<file path="src/rtl/d7s_pkg.sv">
// rtl/d7s_pkg.sv - shared types, constants and helpers for the 7-seg display blocks
package d7s_pkg;

    typedef logic [3:0] nibble_t;

    localparam logic DIG_OFF    = 1'b1;
    localparam int   MAX_DIGITS = 16;

    // True when digit i (i>0) and every digit above it are zero; digit 0 never qualifies.
    function automatic logic is_lead_zero(input logic [4*MAX_DIGITS-1:0] disp, input int i);
        logic z;
        z = (i != 0);
        for (int j = 0; j < MAX_DIGITS; j++) begin
            if (j >= i && disp[4*j +: 4] != 4'h0) z = 1'b0;
        end
        return z;
    endfunction

endpackage

</file>
<file path="src/rtl/d7s_scan_if.sv">
// rtl/d7s_scan_if.sv - value load and scanned display outputs of d7s_scan
interface d7s_scan_if #(parameter int N_DIGITS = 4);
    import d7s_pkg::*;

    logic                  load;
    logic [4*N_DIGITS-1:0] value;
    logic                  pending;
    nibble_t               nib;
    logic                  nib_en;
    logic [N_DIGITS-1:0]   dig;

    modport master (output load, value, input pending, nib, nib_en, dig);
    modport slave  (input load, value, output pending, nib, nib_en, dig);

endinterface

</file>
<file path="src/rtl/d7s_tick.sv">
// rtl/d7s_tick.sv - digit-slot prescaler: cnt runs 0..PRESCALE-1, tick on the last count
module d7s_tick #(
    parameter int  PRESCALE = 50000,
    localparam int CW       = $clog2(PRESCALE)
) (
    input  logic          clk,
    input  logic          rst,
    output logic [CW-1:0] cnt,
    output logic          tick
);

    localparam logic [CW-1:0] LAST = CW'(PRESCALE - 1);

    assign tick = (cnt == LAST);

    always_ff @(posedge clk or posedge rst) begin
        if (rst) cnt <= '0;
        else     cnt <= tick ? '0 : cnt + 1'b1;
    end

endmodule

</file>
<file path="src/rtl/d7s_scan.sv">
// rtl/d7s_scan.sv - multiplexed 7-seg scanner with frame-synchronous update and slot blanking
// Optional LEADING_ZERO_BLANK_EN: suppress nib_en on leading zero digits above digit 0.
module d7s_scan
    import d7s_pkg::*;
#(
    parameter int N_DIGITS = 4,
    parameter int PRESCALE = 50000,
    parameter int BLANK    = 2
) (
    input  logic      clk,
    input  logic      rst,
    d7s_scan_if.slave bus
);

    localparam int CW  = $clog2(PRESCALE);
    localparam int IW  = (N_DIGITS > 1) ? $clog2(N_DIGITS) : 1;
    localparam int W   = 4 * N_DIGITS;
    localparam int LZW = 4 * MAX_DIGITS;

    localparam logic [CW-1:0] BLANK_C  = CW'(BLANK);
    localparam logic [IW-1:0] IDX_LAST = IW'(N_DIGITS - 1);

    logic [CW-1:0]       cnt;
    logic                tick;
    logic                frame_wrap;
    logic [IW-1:0]       idx;
    logic [W-1:0]        shadow;
    logic [W-1:0]        disp;
    logic                pending_r;
    logic [N_DIGITS-1:0] dig_r, dig_n;
    nibble_t             nib_r, nib_n;
    logic                nib_en_r, nib_en_n;

    d7s_tick #(.PRESCALE(PRESCALE)) u_tick (
        .clk  (clk),
        .rst  (rst),
        .cnt  (cnt),
        .tick (tick)
    );

    assign frame_wrap = tick && (idx == IDX_LAST);

    always_ff @(posedge clk or posedge rst) begin
        if (rst)       idx <= '0;
        else if (tick) idx <= (idx == IDX_LAST) ? '0 : idx + 1'b1;
    end

    // disp only moves at the frame boundary so a frame never shows mixed digits.
    always_ff @(posedge clk or posedge rst) begin
        if (rst) begin
            shadow    <= '0;
            disp      <= '0;
            pending_r <= 1'b0;
        end else if (frame_wrap && bus.load) begin
            shadow    <= bus.value;
            disp      <= bus.value;
            pending_r <= 1'b0;
        end else if (frame_wrap && pending_r) begin
            disp      <= shadow;
            pending_r <= 1'b0;
        end else if (bus.load) begin
            shadow    <= bus.value;
            pending_r <= 1'b1;
        end
    end

    always_comb begin
        dig_n    = {N_DIGITS{DIG_OFF}};
        nib_n    = disp[{idx, 2'b00} +: 4];
        nib_en_n = 1'b0;
        if (cnt >= BLANK_C) begin
            for (int i = 0; i < N_DIGITS; i++) begin
                if (idx == IW'(i)) dig_n[i] = ~DIG_OFF;
            end
            nib_en_n = 1'b1;
`ifdef LEADING_ZERO_BLANK_EN
            if (is_lead_zero(LZW'(disp), int'(idx))) nib_en_n = 1'b0;
`endif
        end
    end

    always_ff @(posedge clk or posedge rst) begin
        if (rst) begin
            dig_r    <= {N_DIGITS{DIG_OFF}};
            nib_r    <= '0;
            nib_en_r <= 1'b0;
        end else begin
            dig_r    <= dig_n;
            nib_r    <= nib_n;
            nib_en_r <= nib_en_n;
        end
    end

    assign bus.pending = pending_r;
    assign bus.dig     = dig_r;
    assign bus.nib     = nib_r;
    assign bus.nib_en  = nib_en_r;

endmodule

</file>
<file path="src/flat_wrapper.sv">
// flat-port wrapper written by rule: the top's interface ports become plain ports
module d7s_scan_flat import d7s_pkg::*;
#(
    parameter int N_DIGITS = 4,
    parameter int PRESCALE = 50000,
    parameter int BLANK    = 2
)
  (clk, rst, bus_load, bus_value, bus_pending, bus_nib, bus_nib_en, bus_dig);
  d7s_scan_if #(.N_DIGITS(N_DIGITS)) bus_i ();
  input  logic clk;
  input  logic rst;
  input wire logic [$bits(bus_i.load)-1:0] bus_load;
  input wire logic [$bits(bus_i.value)-1:0] bus_value;
  output wire logic [$bits(bus_i.pending)-1:0] bus_pending;
  output wire logic [$bits(bus_i.nib)-1:0] bus_nib;
  output wire logic [$bits(bus_i.nib_en)-1:0] bus_nib_en;
  output wire logic [$bits(bus_i.dig)-1:0] bus_dig;
  assign bus_i.load = bus_load;
  assign bus_i.value = bus_value;
  assign bus_pending = bus_i.pending;
  assign bus_nib = bus_i.nib;
  assign bus_nib_en = bus_i.nib_en;
  assign bus_dig = bus_i.dig;
  d7s_scan #(.N_DIGITS(N_DIGITS), .PRESCALE(PRESCALE), .BLANK(BLANK)) u_core (.clk(clk), .rst(rst), .bus(bus_i));
endmodule
</file>
<file path="config.mk">
export PLATFORM = sky130hd
export DESIGN_NAME = d7s_scan_flat
export DESIGN_NICKNAME = d
export VERILOG_FILES = /design/src/rtl/d7s_pkg.sv /design/src/rtl/d7s_scan_if.sv /design/src/rtl/d7s_tick.sv /design/src/rtl/d7s_scan.sv /design/src/flat_wrapper.sv
export SDC_FILE = /design/constraint.sdc
export NUM_CORES = 1
export LEC_CHECK = 0
export BUFFER_PORTS_ARGS = -buffer_cell sky130_fd_sc_hd__buf_2
export CAP_MARGIN = 25
export CORE_MARGIN = 2
export CORE_UTILIZATION = 45
export DETAILED_ROUTE_END_ITERATION = 7
export GPL_ROUTABILITY_DRIVEN = 0
export SLEW_MARGIN = 5
export SYNTH_ARGS = -nofsm -noshare
export SYNTH_HDL_FRONTEND = slang
export SYNTH_SLANG_ARGS = --single-unit
</file>
<file path="constraint.sdc">
create_clock -name clk -period 3 [get_ports clk]
set_clock_uncertainty 0.2 [all_clocks]
set_input_delay 0.3 -clock clk [delete_from_list [all_inputs] [get_ports clk]]
set_output_delay 0.3 -clock clk [all_outputs]
set_load 0.01 [all_outputs]
</file>
==> run_results.csv <==
group,metric,value,unit
power,p_seq_frac,0.525,
logic_synthesis,syn_avg_cell_area,13.7,µm²
grt,grt_start_max_net_pins,32,
sta,timing.fmax,0.435,GHz
logic_synthesis,synth_area,0.00270,mm²
clock_tree,h-tree-depth,3,
drt,drt_iter0_drc,62,
clock_tree,cts_buffer_depth,2,
cells_and_area,final_common_cell,"dfrtp_1",
sta,max_slew_margin,0.566,
drt,viasPerCell,5.14,
power,p_sw_frac,0.210,
grt,grt_usage,0.160,
logic_synthesis,synth-warning-count,0,
grt,grt_overflow,0,
clock_tree,post_cts_buffers,0,
power,p_int,1270,µW
cells_and_area,drive_gt1_frac,0.465,
drt,highest-signal-layer,"met4",
floorplanning,fp-row-count,28,
logic_synthesis,yosys-top-cells-area,"dfrtp_1 (52%), mux2_2 (20%), dfstp_2 (3.9%)",
clock_tree,insertion_delay,0.32,ns
placed_design,dp_hpwl,3190,µm
flow_run,cap_violations,0,
logic_synthesis,ys_seq_area_frac,0.557,
drt,post_drt_wl_per_cell,14.6,µm
floorplanning,die-area,0.00664,mm²
floorplanning,io_pins,29,
floorplanning,fp.dieH,81.5,µm
worst_setup_path,crit_required,3.01,ns
worst_setup_path,cp.arrival,2.31,ns
drt,met1_length,2370,µm
cells_and_area,final_cell_mix,"dfrtp_1 (56), mux2_2 (47), buf_2 (28), nor2_1 (13), clkbuf_8 (13)",
cells_and_area,layout.cells.non_filler,316,
logic_synthesis,synth_cells,197,
drt,drtAntennaViolNets,0,
sta,period_share,0.766,
outcome,run_status,"complete, no violations",
drt,met3_length,163,µm
grt,antenna_found_initial,0,
drt,dr.pass1.iters,4,
worst_setup_path,cp-end-kind,"flop",
clock_tree,numCtsBuffers,9,
floorplanning,die_w,81.5,µm
power,power.leakage,0.00146,µW
logic_synthesis,yosysTopAreaCell,"dfrtp_1",
cells_and_area,fin_nets,261,
clock_tree,clk_pin_slew,0.06,ns
drt,routed_wl,4620,µm
placed_design,portBuffers,28,
clock_tree,clock-sinks,60,
worst_setup_path,start_kind,"flop",
sta,fin_crit,2.30,ns
power,ir_worst_vdd,0.246,mV
sta,tns,0,ns
worst_setup_path,cp_max_fo,14,
logic_synthesis,syn_nets,222,
floorplanning,core_area,0.00585,mm²
sta,setup_viol,0,
grt,grt_pass1_wl,7780,µm
drt,wl_met2,1990,µm
drt,vias,1625,
logic_synthesis,yosys.area.top_type_share,0.519,
power,combPwrFrac,0.050,
sta,drv_slew,0,
clock_tree,cts_tree,"yes",
cells_and_area,num_antenna_cells,0,
sta,grt_setup_unrepaired,"false",
logic_synthesis,synth_seq_cells,60,
placed_design,dp_cells,299,
clock_tree,root_buffer,"clkbuf_8",
grt,grt_pass1_vias,1550,
cells_and_area,area_growth,16.0,%
power,p_switching,336,µW
worst_setup_path,critPathKind,"flop to flop",
worst_hold_path,holdCritPathClass,"input pin to flop",
power,power_density,511,mW/mm²
drt,route.detailed.drc,0,
logic_synthesis,ys_types,32,
sta,hold_viol,0,
sta,tightest_slew,0.646,ns
floorplanning,initial_utilization,0.462,
power,p_clk_frac,0.426,
cells in the mapped netlist (all sizes together):
cell and instances:
or2 1, and3 1, dfrtp 56, xnor2 6, clkbuf 5, nor3 4, or3 1, or4 1
nand3 9, nand4b 1, nand4 2, mux4 4, nor2 13, inv 6, buf 1, a21oi 1
o21ai 1, nor4 5, dfstp 4, xor2 7, ha 6, mux2 47, and4 2, nor3b 1
nand2 11, mux2i 1
layer usage:
metal / up-vias / GRT usage
li1: 776 / -
met1: 812 / 0.236
met2: 29 / 0.215
met3: 8 / 0.0363
met4: 0 / 0.0915
met5: - / 0
cell type report:
class                   count  area (µm²)
flip-flops and latches     60        1510
clock buffers              15         186
multi-input cells         125        1130
fillers                   516        2720
inverters                   6        22.5
well taps                  75        93.8
clock inverters             1        5.00
repair buffers             34         188
through the flow:
| stage | utilization | worst slack [ns] | hold WS [ns] | total power, µW | cell area [µm²] |
|---|---|---|---|---|---|
| global route | 0.536 | 0.537 | 0.00951 | 1680 | 3130 |
| floorplan | - | 0.835 | 0.252 | 907 | 2700 |
| CTS | 0.536 | 0.655 | 0.00879 | 1630 | 3130 |
| global placement | 0.501 | 0.709 | 0.232 | 934 | 2930 |
| detailed placement | 0.501 | 0.665 | 0.236 | 936 | 2930 |
| finish | 0.536 | 0.702 | 0.0209 | 1600 | 3130 |
repair_timing:
| action | CTS | global route |
|---|---|---|
| hold endpoints to repair | 29 | 0 |
| resized for setup | 0 | 0 |
| hold buffers | 1 | 0 |
critical path, cell delays in order (launching register included):
cell     delay, ns
dfrtp_1       0.51
ha_1          0.32
nand2_1       0.48
mux2_2        0.41
mux2_2        0.26
final timing paths:
path / from / end / slack, ns / cells past startpoint
setup / recovery: u_core.idx[0]$_DFFE_PP0N_ / u_core.disp[6]$_DFFE_PP0N_ / 0.70 / 4
hold / removal: bus_value[9] / u_core.shadow[9]$_DFFE_PP0P_ / 0.02 / 2
setup reg to reg: u_core.idx[0]$_DFFE_PP0N_ / u_core.disp[6]$_DFFE_PP0N_ / 0.70 / 4
hold reg to reg: u_core.shadow[15]$_DFFE_PP0P_ / u_core.shadow[15]$_DFFE_PP0P_ / 0.30 / 1
max in group asynchronous: rst / u_core.bus.dig[1]$_DFF_PP1_ / 1.47 / 4
min in group asynchronous: rst / u_core.u_tick.cnt[8]$_DFF_PP0_ / 0.41 / 3
registers in the layout, indices dropped and copies added, names as in the netlist:
signal	flops
u_core.bus.nib_en	1
u_core.shadow	16
u_core.bus.nib	4
u_core.bus.pending	1
u_core.idx	2
u_core.bus.dig	4
u_core.u_tick.cnt	16
u_core.disp	16
power by group through the flow:
stage,Sequential [µW],Combinational (µW),Clock [µW]
4_1_cts,840,82.4,704
5_1_grt,842,90.1,743
3_3_place_gp,855,79.3,0
3_5_place_dp,855,81.1,0
2_1_floorplan,852,55.6,0
6_report,840,79.7,681
cell families (layout without fill, tap and decap cells):
family / Yosys count / count (layout) / synth area share
adder cells (fa/ha/maj): 6 / 6 / 0.0278
flip-flops: 60 / 60 / 0.557
AO/OA/AOI/OAI: 2 / 2 / 0.00370
AND/OR/NAND/NOR: 52 / 52 / 0.113
buffers and inverters: 12 / 56 / 0.0236
XOR/XNOR: 13 / 13 / 0.0421
multiplexers: 52 / 52 / 0.233
No activity file was read; power rests on OpenSTA's default activity.
